[config.mk]
export PLATFORM = sky130hd
export DESIGN_NAME = zpsram_burst_wr_flat
export DESIGN_NICKNAME = d
export VERILOG_FILES = /design/src/rtl/zpsram_burst_wr_if.sv /design/src/rtl/zpsram_burst_wr.sv /design/src/flat_wrapper.sv
export SDC_FILE = /design/constraint.sdc
export NUM_CORES = 1
export LEC_CHECK = 0
export CORE_AREA = 2 2 72 108
export CTS_BUF_LIST = sky130_fd_sc_hd__clkbuf_4 sky130_fd_sc_hd__clkbuf_8
export DETAILED_ROUTE_END_ITERATION = 12
export DIE_AREA = 0 0 74 110
export HOLD_SLACK_MARGIN = 0.12
export PLACE_DENSITY = 0.86
export SYNTH_ARGS = -nofsm -noshare
export SYNTH_HDL_FRONTEND = slang
export SYNTH_SLANG_ARGS = --single-unit
[constraint.sdc]
create_clock -name iClk -period 2.54 [get_ports iClk]
set_input_delay 0.635 -clock iClk [delete_from_list [all_inputs] [get_ports iClk]]
set_output_delay 0.635 -clock iClk [all_outputs]
set_load 0.01 [all_outputs]
[src/rtl/zpsram_burst_wr_if.sv]
// Request / FIFO / pad bundle for the PSRAM linear-burst writer.
//   iEn, iAddr, iLen : level request plus burst descriptor
//   iData, oData_Req : FWFT write-data head and its pop strobe
//   oPSRAM_*, oADQ*, oDQS_DM* : pad-side values and output enables
//   oBusy, oDone, oErr : status back to the requester
// master = requester/FIFO/pad mux side, slave = the burst writer.
interface zpsram_burst_wr_if;
  logic        iEn;
  logic [31:0] iAddr;
  logic [7:0]  iLen;
  logic [7:0]  iData;
  logic        oData_Req;
  logic        oPSRAM_CLK;
  logic        oPSRAM_CE;
  logic [7:0]  oADQ;
  logic        oADQ_OE;
  logic        oDQS_DM;
  logic        oDQS_DM_OE;
  logic        oBusy;
  logic        oDone;
  logic        oErr;

  modport master (
    output iEn, iAddr, iLen, iData,
    input  oData_Req, oPSRAM_CLK, oPSRAM_CE, oADQ, oADQ_OE,
           oDQS_DM, oDQS_DM_OE, oBusy, oDone, oErr
  );

  modport slave (
    input  iEn, iAddr, iLen, iData,
    output oData_Req, oPSRAM_CLK, oPSRAM_CE, oADQ, oADQ_OE,
           oDQS_DM, oDQS_DM_OE, oBusy, oDone, oErr
  );
endinterface

[src/rtl/zpsram_burst_wr.sv]
// Bit-banged HyperRAM/APS PSRAM linear-burst write initiator (cmd 0xA0).
// Every PSRAM edge takes two iClk cycles: SETUP loads ADQ, TOGGLE flips CLK,
// so ADQ is stable one iClk before and after each CLK transition.
// Ports:
//   iClk    : 48 MHz fabric clock
//   iRst_N  : asynchronous active-low reset (CE released at once)
//   bus     : slave side of zpsram_burst_wr_if (request, FWFT data, pads,
//             status)
module zpsram_burst_wr #(
  parameter int unsigned LATENCY  = 5,
  parameter int unsigned CE_SETUP = 3,
  parameter int unsigned CE_HOLD  = 6,
  parameter int unsigned MAX_LEN  = 24
) (
  input  logic             iClk,
  input  logic             iRst_N,
  zpsram_burst_wr_if.slave bus
);

  typedef enum logic [2:0] {
    S_IDLE, S_CE_LOW, S_SETUP, S_TOGGLE, S_HOLD, S_DONE
  } state_t;

  localparam logic [7:0] CMD_WR    = 8'hA0;
  // 2 command edges + 4 address edges + LATENCY full dummy clocks
  localparam logic [7:0] HDR_EDGES = 8'(6 + 2 * LATENCY);
  localparam logic [7:0] MAX_LEN_B = 8'(MAX_LEN);
  localparam logic [7:0] SETUP_LD  = 8'(CE_SETUP - 1);
  localparam logic [7:0] HOLD_LD   = 8'(CE_HOLD - 1);

  state_t      state, nextState;
  logic [31:0] addrReg;
  logic [7:0]  byteCnt, dlyCnt, edgeIdx;
  logic        armed, rejReg;
  logic        clkReg, ceReg, adqOeReg, dqsOeReg, busyReg, doneReg, errReg;
  logic [7:0]  adqReg;

  logic        accept, lenOk, inData, lastEdge, dataReq;
  logic [7:0]  adqNext;

  // Only even, non-zero lengths keep the burst ending on a falling edge.
  assign lenOk    = (bus.iLen != 8'd0) && !bus.iLen[0] && (bus.iLen <= MAX_LEN_B);
  assign accept   = (state == S_IDLE) && bus.iEn && armed;
  assign inData   = (edgeIdx >= HDR_EDGES);
  // byteCnt was already decremented in the SETUP half of this edge.
  assign lastEdge = inData && (byteCnt == 8'd0);

  // State register
  always_ff @(posedge iClk or negedge iRst_N) begin
    if (!iRst_N) state <= S_IDLE;
    else         state <= nextState;
  end

  // Next-state logic
  always_comb begin
    nextState = state;
    case (state)
      S_IDLE:   if (accept) nextState = lenOk ? S_CE_LOW : S_DONE;
      S_CE_LOW: if (dlyCnt == 8'd0) nextState = S_SETUP;
      S_SETUP:  nextState = S_TOGGLE;
      S_TOGGLE: nextState = lastEdge ? S_HOLD : S_SETUP;
      S_HOLD:   if (dlyCnt == 8'd0) nextState = S_DONE;
      S_DONE:   nextState = S_IDLE;
      default:  nextState = S_IDLE;
    endcase
  end

  // Output logic: FIFO pop strobe and the ADQ value for the coming edge.
  always_comb begin
    dataReq = 1'b0;
    adqNext = 8'h00;
    if (inData) begin
      adqNext = bus.iData;
      dataReq = (state == S_SETUP);
    end else begin
      case (edgeIdx)
        8'd0, 8'd1: adqNext = CMD_WR;
        8'd2:       adqNext = addrReg[31:24];
        8'd3:       adqNext = addrReg[23:16];
        8'd4:       adqNext = addrReg[15:8];
        8'd5:       adqNext = addrReg[7:0];
        default:    adqNext = 8'h00;
      endcase
    end
  end

  // Re-arm only after iEn has been seen low; a held level never retriggers.
  always_ff @(posedge iClk or negedge iRst_N) begin
    if (!iRst_N)               armed <= 1'b1;
    else if (state == S_DONE)  armed <= 1'b0;
    else if (!bus.iEn)         armed <= 1'b1;
  end

  // Datapath and registered pad values
  always_ff @(posedge iClk or negedge iRst_N) begin
    if (!iRst_N) begin
      addrReg  <= '0;
      byteCnt  <= '0;
      dlyCnt   <= '0;
      edgeIdx  <= '0;
      rejReg   <= 1'b0;
      clkReg   <= 1'b0;
      ceReg    <= 1'b1;
      adqReg   <= 8'h00;
      adqOeReg <= 1'b0;
      dqsOeReg <= 1'b0;
      busyReg  <= 1'b0;
      doneReg  <= 1'b0;
      errReg   <= 1'b0;
    end else begin
      doneReg <= 1'b0;
      errReg  <= 1'b0;
      case (state)
        S_IDLE: if (accept) begin
          addrReg <= bus.iAddr;
          byteCnt <= bus.iLen;
          edgeIdx <= '0;
          busyReg <= 1'b1;
          rejReg  <= !lenOk;
          if (lenOk) begin
            ceReg    <= 1'b0;
            adqOeReg <= 1'b1;
            dqsOeReg <= 1'b1;
            adqReg   <= CMD_WR;
            dlyCnt   <= SETUP_LD;
          end
        end
        S_CE_LOW: if (dlyCnt != 8'd0) dlyCnt <= dlyCnt - 8'd1;
        S_SETUP: begin
          adqReg <= adqNext;
          if (inData) byteCnt <= byteCnt - 8'd1;
        end
        S_TOGGLE: begin
          clkReg  <= ~clkReg;
          edgeIdx <= edgeIdx + 8'd1;
          if (lastEdge) dlyCnt <= HOLD_LD;
        end
        S_HOLD: begin
          if (dlyCnt != 8'd0) dlyCnt <= dlyCnt - 8'd1;
          else begin
            ceReg    <= 1'b1;
            adqOeReg <= 1'b0;
            dqsOeReg <= 1'b0;
            adqReg   <= 8'h00;
          end
        end
        S_DONE: begin
          doneReg <= 1'b1;
          errReg  <= rejReg;
          busyReg <= 1'b0;
        end
        default: ;
      endcase
    end
  end

  assign bus.oData_Req  = dataReq;
  assign bus.oPSRAM_CLK = clkReg;
  assign bus.oPSRAM_CE  = ceReg;
  assign bus.oADQ       = adqReg;
  assign bus.oADQ_OE    = adqOeReg;
  assign bus.oDQS_DM    = 1'b0;   // no byte masking on writes
  assign bus.oDQS_DM_OE = dqsOeReg;
  assign bus.oBusy      = busyReg;
  assign bus.oDone      = doneReg;
  assign bus.oErr       = errReg;

endmodule

[src/flat_wrapper.sv]
// flat-port wrapper written by rule: the top's interface ports become plain ports
module zpsram_burst_wr_flat 
#(
  parameter int unsigned LATENCY  = 5,
  parameter int unsigned CE_SETUP = 3,
  parameter int unsigned CE_HOLD  = 6,
  parameter int unsigned MAX_LEN  = 24
)
  (iClk, iRst_N, bus_iEn, bus_iAddr, bus_iLen, bus_iData, bus_oData_Req, bus_oPSRAM_CLK, bus_oPSRAM_CE, bus_oADQ, bus_oADQ_OE, bus_oDQS_DM, bus_oDQS_DM_OE, bus_oBusy, bus_oDone, bus_oErr);
  zpsram_burst_wr_if bus_i ();
  input  logic iClk;
  input  logic iRst_N;
  input wire logic [$bits(bus_i.iEn)-1:0] bus_iEn;
  input wire logic [$bits(bus_i.iAddr)-1:0] bus_iAddr;
  input wire logic [$bits(bus_i.iLen)-1:0] bus_iLen;
  input wire logic [$bits(bus_i.iData)-1:0] bus_iData;
  output wire logic [$bits(bus_i.oData_Req)-1:0] bus_oData_Req;
  output wire logic [$bits(bus_i.oPSRAM_CLK)-1:0] bus_oPSRAM_CLK;
  output wire logic [$bits(bus_i.oPSRAM_CE)-1:0] bus_oPSRAM_CE;
  output wire logic [$bits(bus_i.oADQ)-1:0] bus_oADQ;
  output wire logic [$bits(bus_i.oADQ_OE)-1:0] bus_oADQ_OE;
  output wire logic [$bits(bus_i.oDQS_DM)-1:0] bus_oDQS_DM;
  output wire logic [$bits(bus_i.oDQS_DM_OE)-1:0] bus_oDQS_DM_OE;
  output wire logic [$bits(bus_i.oBusy)-1:0] bus_oBusy;
  output wire logic [$bits(bus_i.oDone)-1:0] bus_oDone;
  output wire logic [$bits(bus_i.oErr)-1:0] bus_oErr;
  assign bus_i.iEn = bus_iEn;
  assign bus_i.iAddr = bus_iAddr;
  assign bus_i.iLen = bus_iLen;
  assign bus_i.iData = bus_iData;
  assign bus_oData_Req = bus_i.oData_Req;
  assign bus_oPSRAM_CLK = bus_i.oPSRAM_CLK;
  assign bus_oPSRAM_CE = bus_i.oPSRAM_CE;
  assign bus_oADQ = bus_i.oADQ;
  assign bus_oADQ_OE = bus_i.oADQ_OE;
  assign bus_oDQS_DM = bus_i.oDQS_DM;
  assign bus_oDQS_DM_OE = bus_i.oDQS_DM_OE;
  assign bus_oBusy = bus_i.oBusy;
  assign bus_oDone = bus_i.oDone;
  assign bus_oErr = bus_i.oErr;
  zpsram_burst_wr #(.LATENCY(LATENCY), .CE_SETUP(CE_SETUP), .CE_HOLD(CE_HOLD), .MAX_LEN(MAX_LEN)) u_core (.iClk(iClk), .iRst_N(iRst_N), .bus(bus_i));
endmodule
[Word level (Yosys, flattened, before mapping)]
Cells that the tools add are included.
Operators by class
  $add $sub $neg: 3
  $lt $le $gt $ge: 2
  eq/ne operators: 19
  mux-type cells: 37
  bitwise logic cells: 1
  reduce and logical (&&, ||, !) cells: 29
Operators by type and width (number)
  $mux W8: 11
  $pmux W8 S3: 2
  $pmux W8 S5: 1
  $pmux W8 S2: 2
  $logic_not A8 Y1: 3
  $eq A8 B2 Y1 const B: 2
  $eq A8 B3 Y1 const B: 2
  $ne A2 B1 Y1 const B: 8
  $reduce_bool A8 Y1: 2
  $sub A8 B1 Y8 const B: 2
  $mux W3: 5
  $pmux W3 S5: 1
  $mux W1: 12
  $add A8 B1 Y8 const B: 1
  $eq A8 B1 Y1 const B: 1
  $ge A8 B5 Y1 const B: 1
  $le A8 B5 Y1 const B: 1
  $reduce_and A4 Y1: 2
  $reduce_bool A2 Y1: 4
  $eq A3 B2 Y1 const B: 2
  $eq A3 B3 Y1 const B: 2
  $pmux W1 S2: 3
  $reduce_and A2 Y1: 3
  $reduce_and A3 Y1: 2
  other kinds (9): 16
Storage, ports and cells
  register bits: 75
  bits of input ports: 51
  output and inout port bits: 17
  word-level logic and storage cells: 105

[Logic depth before layout (Yosys ltp)]
Gate-level depths: netlist of run 1.
  depth after elaboration: 6
  mapped depth: 7
  mapped depth without buffers: 6

[Worst setup path before layout of run 1]
OpenSTA, ideal clock, no wires.
  kind: input port to flip-flop
  start: input port bus_iLen[6]
  end: register u_core.adqReg[0] (netlist: u_core.bus.oADQ[0])
  library setup time: 126 ps
  data arrival time: 2213 ps
  required time: 2414 ps
  path slack: 201 ps
  stages on the path: 4
  path buffers: 0
  path through: or4_4 -> or3_4 -> o311a_4 -> a221o_1
Between the ends
  word-level cells in the longest chain between the ends: 5
  elaborated cells between the ends (all ways): 6
  classes of those cells: order compare: 1; eq/ne: 1; reduce/logical: 4
Ends and longest elaborated chain
  from (decl): line flat_wrapper.sv:15  | input wire logic [$bits(bus_i.iLen)-1:0] bus_iLen;
  branches (longest 2 deep; another with $le A8 B5 Y1)
  $logic_and A1 B1 Y1 *: line zpsram_burst_wr.sv:42  | assign lenOk = (bus.iLen != 8'd0) && !bus.iLen[0] && (bus.iLen <= MAX_LEN_B);
  $ne A2 B1 Y1 (no line) *
  $reduce_and A4 Y1 (no line) *
  to (signal assigned): line zpsram_burst_wr.sv:130  | adqReg <= adqNext;
  to (decl): line zpsram_burst_wr.sv:36  | logic [7:0] adqReg;
Every way passes the cells marked *.
A chain may end at the register's enable or synchronous reset.

[Final worst setup path of run 1]
Same ends and word-level chain as after synthesis.

==> results of run 1 <==
## worst max path at each step
stage / cells past startpoint / startpoint / slack, ns / end
after floorplan: 4 / bus_iLen[6] / 0.20 / u_core.bus.oADQ[0]
after global placement: 5 / bus_iLen[6] / -0.27 / u_core.bus.oADQ[1]
after detailed placement: 5 / bus_iLen[6] / -0.31 / u_core.bus.oADQ[0]
after CTS: 5 / bus_iLen[6] / 0.08 / u_core.bus.oADQ[0]
after global routing: 5 / bus_iLen[6] / 0.05 / u_core.bus.oADQ[1]
final: 5 / bus_iLen[6] / 0.06 / u_core.bus.oADQ[0]
## final cells by class
cell class | instances | area share (%)
Clock buffer | 14 | 3.69
Clock inverter | 2 | 0.205
Inverter | 11 | 0.845
Multi-Input combinational cell | 247 | 37.5
Sequential cell | 75 | 38.5
Tap cell | 100 | 2.56
Timing Repair Buffer | 86 | 16.7
## per-stage QoR
stage / utilization, % / std cells
final: 68.1 / 535
after global routing: 68.1 / 535
after CTS: 68.1 / 535
after detailed placement: 65.4 / 519
after global placement: 65.4 / 519
after floorplan: - / 356
## state kept, by name (all words and copies together) (netlist names)
register / flops
u_core.bus.oADQ: 8
u_core.bus.oPSRAM_CLK: 1
u_core.dlyCnt: 8
u_core.addrReg: 32
u_core.bus.oADQ_OE: 1
u_core.rejReg: 1
u_core.bus.oDone: 1
u_core.byteCnt: 8
u_core.armed: 1
u_core.edgeIdx: 8
u_core.bus.oPSRAM_CE: 1
u_core.bus.oErr: 1
u_core.bus.oBusy: 1
u_core.state: 3
## worst max-delay path, cell delays in order
cell and delay, ns:
clkdlybuf4s50_1 0.42, or4_4 0.55, or3_4 0.41, o311a_4 0.40, a221o_1 0.30
## layer usage
metal,part of all wire (%),up-vias
met2,53,130
li1,-,1510
met4,3.7,0
met5,0,-
met3,4.7,27
met1,39,1660
## cells in the final DEF (no fill, tap or decap), drive strengths merged, types with 11 or more instances in the layout
master / Yosys / final
clkdlybuf4s50: 0 / 64
clkbuf: 14 / 14
inv: 11 / 11
mux2: 33 / 33
buf: 9 / 21
o21ai: 25 / 25
nor3: 14 / 14
dfrtp: 73 / 73
a21oi: 16 / 16
nand2: 12 / 12
nor2: 18 / 18
a221oi: 14 / 14
## cells by family (layout without fill, tap and decap cells)
group | after synthesis | count (layout)
buffers and inverters | 34 | 113
xor gates and xnor gates | 3 | 3
AOI/OAI and AO/OA | 110 | 110
muxes | 37 | 37
DFF | 75 | 75
adders and majority gates | 8 | 8
other | 1 | 1
and+or+nand+nor | 88 | 88
## power by group through the flow
stage | Clock (W) | Combinational (W) | Sequential [W]
after floorplan | 0 | 0.0000119 | 0.00122
after global placement | 0 | 0.000123 | 0.00122
after detailed placement | 0 | 0.000125 | 0.00122
after CTS | 0.000900 | 0.000126 | 0.00119
after global routing | 0.000955 | 0.000135 | 0.00119
final | 0.000886 | 0.000123 | 0.00119
## what timing repair did
item                       in CTS  in global routing
setup endpoints to repair       1                  0
resized for setup               2                  0
buffers inserted                0                  0
==> flow_metrics.tcl, run 1 <==
set metrics [dict create \
    status "finished clean" \
    synth.area.top_cells "dfrtp_1, mux2_2, o21ai_0" \
    tritoncts_clock_tree "done" \
    clock_tree.root_cell "clkbuf_8" \
    timing.setup.critical_path_class "input pin to flop" \
    setup_repair_after_global_routing_missed_its_margin "no" \
    power_frac_clock_pct 40.2 \
    cts_max_path_buffers 2 \
    worstReg2RegEnd "u_core.bus.oADQ[0]" \
    synth_largest_area_cell "dfrtp_1" \
    placement_rows 38 \
    number_of_different_library_cells_in_the_post_synthesis_netlist 61 \
    synth.area.mux_share_pct 10.7 \
    p_leak_nw 2.16 \
    p_sw_share_pct 21.7 \
    worstSkewPairLatency_ns 0.36 \
    cts_hold_repair.buffers 0 \
    final.setup_skew_ns 0.0115 \
    grt_first_pass_wirelength_mm 16.2 \
    grt_max_degree 76 \
    worst_case_hold_slack_ns 0.272 \
    regArea_um2 1880 \
    antenna_cells 0 \
    tritoncts.num_buffers 9 \
    avgSynthCellArea_um2 10.8 \
    setup_viol_count_final 0 \
    drv_slew 0 \
    worstPathRequired_ns 2.78 \
    timing.fmax_mhz 404 \
    dr.pass1.iters 5 \
    replace_congestion 0.895 \
    synth-seq-cells 75 \
    worst-r2r-setup-slack_ns 0.45 \
    gr-usage-met2_pct 44.2 \
    worst_setup_path_start_kind "input pin" \
    postLayoutCellArea_um2 4890 \
    postSynth.asyncResetShare_pct 100 \
    vias_in_the_first_global_route 3405 \
    yosys_warnings 0 \
    routed-via-count 3327 \
    floorplan.die_area_um2 8140 \
    hold_path_class "input pin to asynchronous set/reset pin" \
    worst_ep_arrival_time_ns 2.72 \
    pre_cts_ws_ns -0.311 \
    grtUsageMet3_pct 4.91 \
    syn2layout_area_growth_pct 26.9 \
    post-route-drc-count 0 \
    max-vdd-ir-drop_uv 356 \
    yosys.cell_count.top_type "dfrtp_1" \
    htree_levels 3 \
    cellPowerDensity_nw_per_um2 451 \
    synth.top_cells.by_count "dfrtp_1, mux2_2, o21ai_0, nor2_1, a21oi_1" \
    grt_util_met1_pct 31.0 \
    layout_min_cycle_time_ns 2.48 \
    synth-edff-count 0 \
    netlist_area_um2 3850 \
    total_power_w 0.00220 \
    io_buffers 66 \
    totalWireLength_mm 9.57 \
    hold_viol_final 0 \
    drv_cap 0 \
    r2r_start "u_core.dlyCnt[0]" \
    period_utilization_pct 97.5 \
    antenna_found_initial 0 \
    ys_seq_area_share_pct 48.8 \
    place_area_um2 4690 \
    synth_area_in_adders_pct 2.60 \
    ios 68 \
    fin_setup_tns_ns 0 \
    die_outline_height_um 110 \
    start_util_pct 53.6 \
    power_frac_comb_pct 5.6 \
    final_worst_slack_ns 0.0629 \
    synth_compound_area_share_pct 20.7 \
    p_int_w 0.00173 \
    sequentialPowerShare_pct 54.2 \
    die_x_um 74 \
    reg2regPathDepth 6 \
    final_antenna_net_count 0 \
    hpwlAfterDp_mm 6.81 \
    xor_xnor_portion_of_the_synthesized_cell_area_pct 0.682 \
    congestion_overflow_gr 0 \
    first_iter_violations 199 \
    layout_cells_sized_above_1_pct 18.4 \
    post_drt_wl_per_cell_um 17.9 \
    drt-vias-per-instance 6.22 \
    clock-sinks 75 \
    relSlewSlack_pct 61.9 \
    nets_final 489 \
    core_ar_um2 7180 \
    synth-main-ff-cell "dfrtp_1" \
    switching_component_of_the_power_w 0.000477 \
    critical_path.max_fanout 6 \
    post_synth_inst_count 356 \
    worstSetupEndpointType "flop" \
    grtUsageTotal_pct 26.3 \
    most_used_layer_global_route "met2" \
    mappedNetlistNets 415 \
    multi_input_area_um2 1830 \
    clock_transition_at_the_registers_of_the_reported_paths_ns 0.08 \
    fillerInstances 541 \
    tightest_slew_ns 0.565 \
    yosysTopAreaCellShare_pct 47.4 \
    simple_gate_share_of_the_synthesized_area_pct 12.8 \
    dominant_combinational_cell_family_by_area_after_synthesis "compound AO/OA/AOI/OAI gates" \
]
(Power assumes the default switching activity.)
==> run 2, diff against run 1 <==
- CORE_AREA: 2 2 72 108 -> 10 10 80 116
- DIE_AREA: 0 0 74 110 -> 0 0 90 126
==> flow_metrics.tcl, run 2 (synthesized netlist as in run 1, its figures left out) <==
set metrics [dict create \
    layout_common_cells "dfrtp_1, clkdlybuf4s50_1, mux2_2, o21ai_0, buf_4" \
    replace_congestion 0.926 \
    vias_in_the_first_global_route 3538 \
    post_drt_wl_per_cell_um 19.9 \
    drv_slew 0 \
    largest_reg_flops 32 \
    antenna_found_initial 0 \
    status "finished clean" \
    regArea_um2 1880 \
    final.setup_skew_ns 0.0123 \
    routed-via-count 3327 \
    die_outline_height_um 126 \
    cellPowerDensity_nw_per_um2 515 \
    ios 68 \
    clock_tree.root_cell "clkbuf_8" \
    total_power_w 0.00257 \
    die_x_um 90 \
    post-route-drc-count 0 \
    core_ar_um2 7180 \
    tightest_slew_ns 0.717 \
    grt_first_pass_wirelength_mm 17.6 \
    layout_min_cycle_time_ns 2.49 \
    grtUsageTotal_pct 18.8 \
    drv_cap 0 \
    postCtsSetupRepairBufs 0 \
    floorplan.die_area_um2 11300 \
    p_leak_nw 2.19 \
    worst_setup_path_start_kind "input pin" \
    nets_final 489 \
    layout_cells_sized_above_1_pct 18.6 \
    timing.fmax_mhz 401 \
    first_iter_violations 171 \
    worstSetupEndpointType "flop" \
    hold_viol_final 0 \
    tritoncts_clock_tree "done" \
    worst_setup_path_startpoint "bus_iLen[6]" \
    period_utilization_pct 98.1 \
    setup_repair_after_global_routing_missed_its_margin "no" \
    hold_path_class "input pin to asynchronous set/reset pin" \
    cts_hold_repair.buffers 0 \
    relSlewSlack_pct 52.2 \
    max-vdd-ir-drop_uv 510 \
    drt-vias-per-instance 6.22 \
    layout_commonest_cell "dfrtp_1" \
    cts_max_path_buffers 2 \
    final_antenna_net_count 0 \
    start_util_pct 53.6 \
    hpwlAfterDp_mm 7.58 \
    totalWireLength_mm 10.6 \
    tritoncts.num_buffers 9 \
    postLayoutCellArea_um2 4980 \
    r2r_start "u_core.edgeIdx[0]" \
    htree_levels 3 \
    io_buffers 66 \
    dr.pass1.iters 5 \
    multi_input_area_um2 1840 \
    syn2layout_area_growth_pct 29.4 \
    timing.setup.critical_path_class "input pin to flop" \
    congestion_overflow_gr 0 \
    place_area_um2 4710 \
    register_ranked_first_by_flip_flop_count "u_core.addrReg" \
    critical_path.max_fanout 6 \
    grt_max_degree 36 \
    worstSkewPairLatency_ns 0.37 \
    clock-sinks 75 \
    setup_viol_count_final 0 \
    fillerInstances 553 \
    worstPathRequired_ns 2.77 \
    antenna_cells 0 \
    clock_transition_at_the_registers_of_the_reported_paths_ns 0.08 \
    placement_rows 38 \
    worst_ep_arrival_time_ns 2.72 \
]
## run 2: changes by cell type in the layout (fill, tap and decap cells not counted)
| cell | delta |
|---|---|
| buf_12 | +1 |
| clkinv_4 | +2 |
| nor4_1 | -1 |
| buf_4 | -1 |
| clkinv_2 | -2 |
| clkbuf_4 | -1 |
| bufinv_16 | +4 |
| clkbuf_8 | -3 |
| nor4_2 | +1 |
## run 2: worst max-delay path, cell delays in order
cell and delay [ns]:
clkdlybuf4s50_1 0.43, or4_4 0.55, or3_4 0.41, o311a_4 0.36, a221o_1 0.34
## run 2: cell type report
type / instances / area share [%]
flip-flops and latches: 75 / 37.7
multi-input cells: 247 / 36.9
repair buffers: 86 / 16.6
clock inverters: 6 / 2.76
clock buffers: 10 / 2.64
well taps: 100 / 2.51
inverters: 11 / 0.829
## run 2: path summary, 6_finish.rpt
kind,endpoint,slack (ns),cells past startpoint
worst min register to register,u_core.bus.oPSRAM_CLK,0.47,1
worst max-delay path,u_core.bus.oADQ[3],0.05,5
max in group asynchronous,u_core.addrReg[2],1.59,2
worst min-delay path,u_core.byteCnt[3],0.31,1
min in group iClk,u_core.bus.oPSRAM_CLK,0.47,1
worst max register to register,u_core.bus.oADQ[3],0.25,5
## run 2: what timing repair did
action                                 in CTS  in global routing
setup endpoints to repair                   1                  2
endpoints found under the hold margin       0                  0
resized for setup                           2                  1
pin swaps                                   0                  1
## run 2: layer usage
metal  vias to the layer above  GRT usage [%]  wire (um)
met1                      1645           20.3       3940
met3                        31           4.82        754
met4                         0           9.02        313
met5                         -              0          0
li1                       1507              -          -
met2                       144           33.3       5640
## run 2: power breakdown
part / leakage (nW) / internal (W) / total [W] / switching (W)
registers: 0.964 / 0.00119 / 0.00119 / 0
clock network: 0.134 / 0.000767 / 0.00125 / 0.000480
logic: 1.10 / 0.0000817 / 0.000129 / 0.0000474
total: 2.19 / 0.00204 / 0.00257 / 0.000527
## run 2: per-stage QoR
| stage | util, % | TNS [ns] | cells | hold WS [ns] | setup slack (ns) |
|---|---|---|---|---|---|
| finish | 69.4 | 0 | 535 | 0.310 | 0.0487 |
| global route | 69.4 | 0 | 535 | 0.369 | 0.0345 |
| CTS | 69.3 | 0 | 535 | 0.341 | 0.00509 |
| detailed placement | 65.6 | -2.74 | 519 | 0.462 | -0.316 |
| global placement | 65.6 | -2.32 | 519 | 0.458 | -0.278 |
| floorplan | - | 0 | 356 | 0.339 | 0.201 |
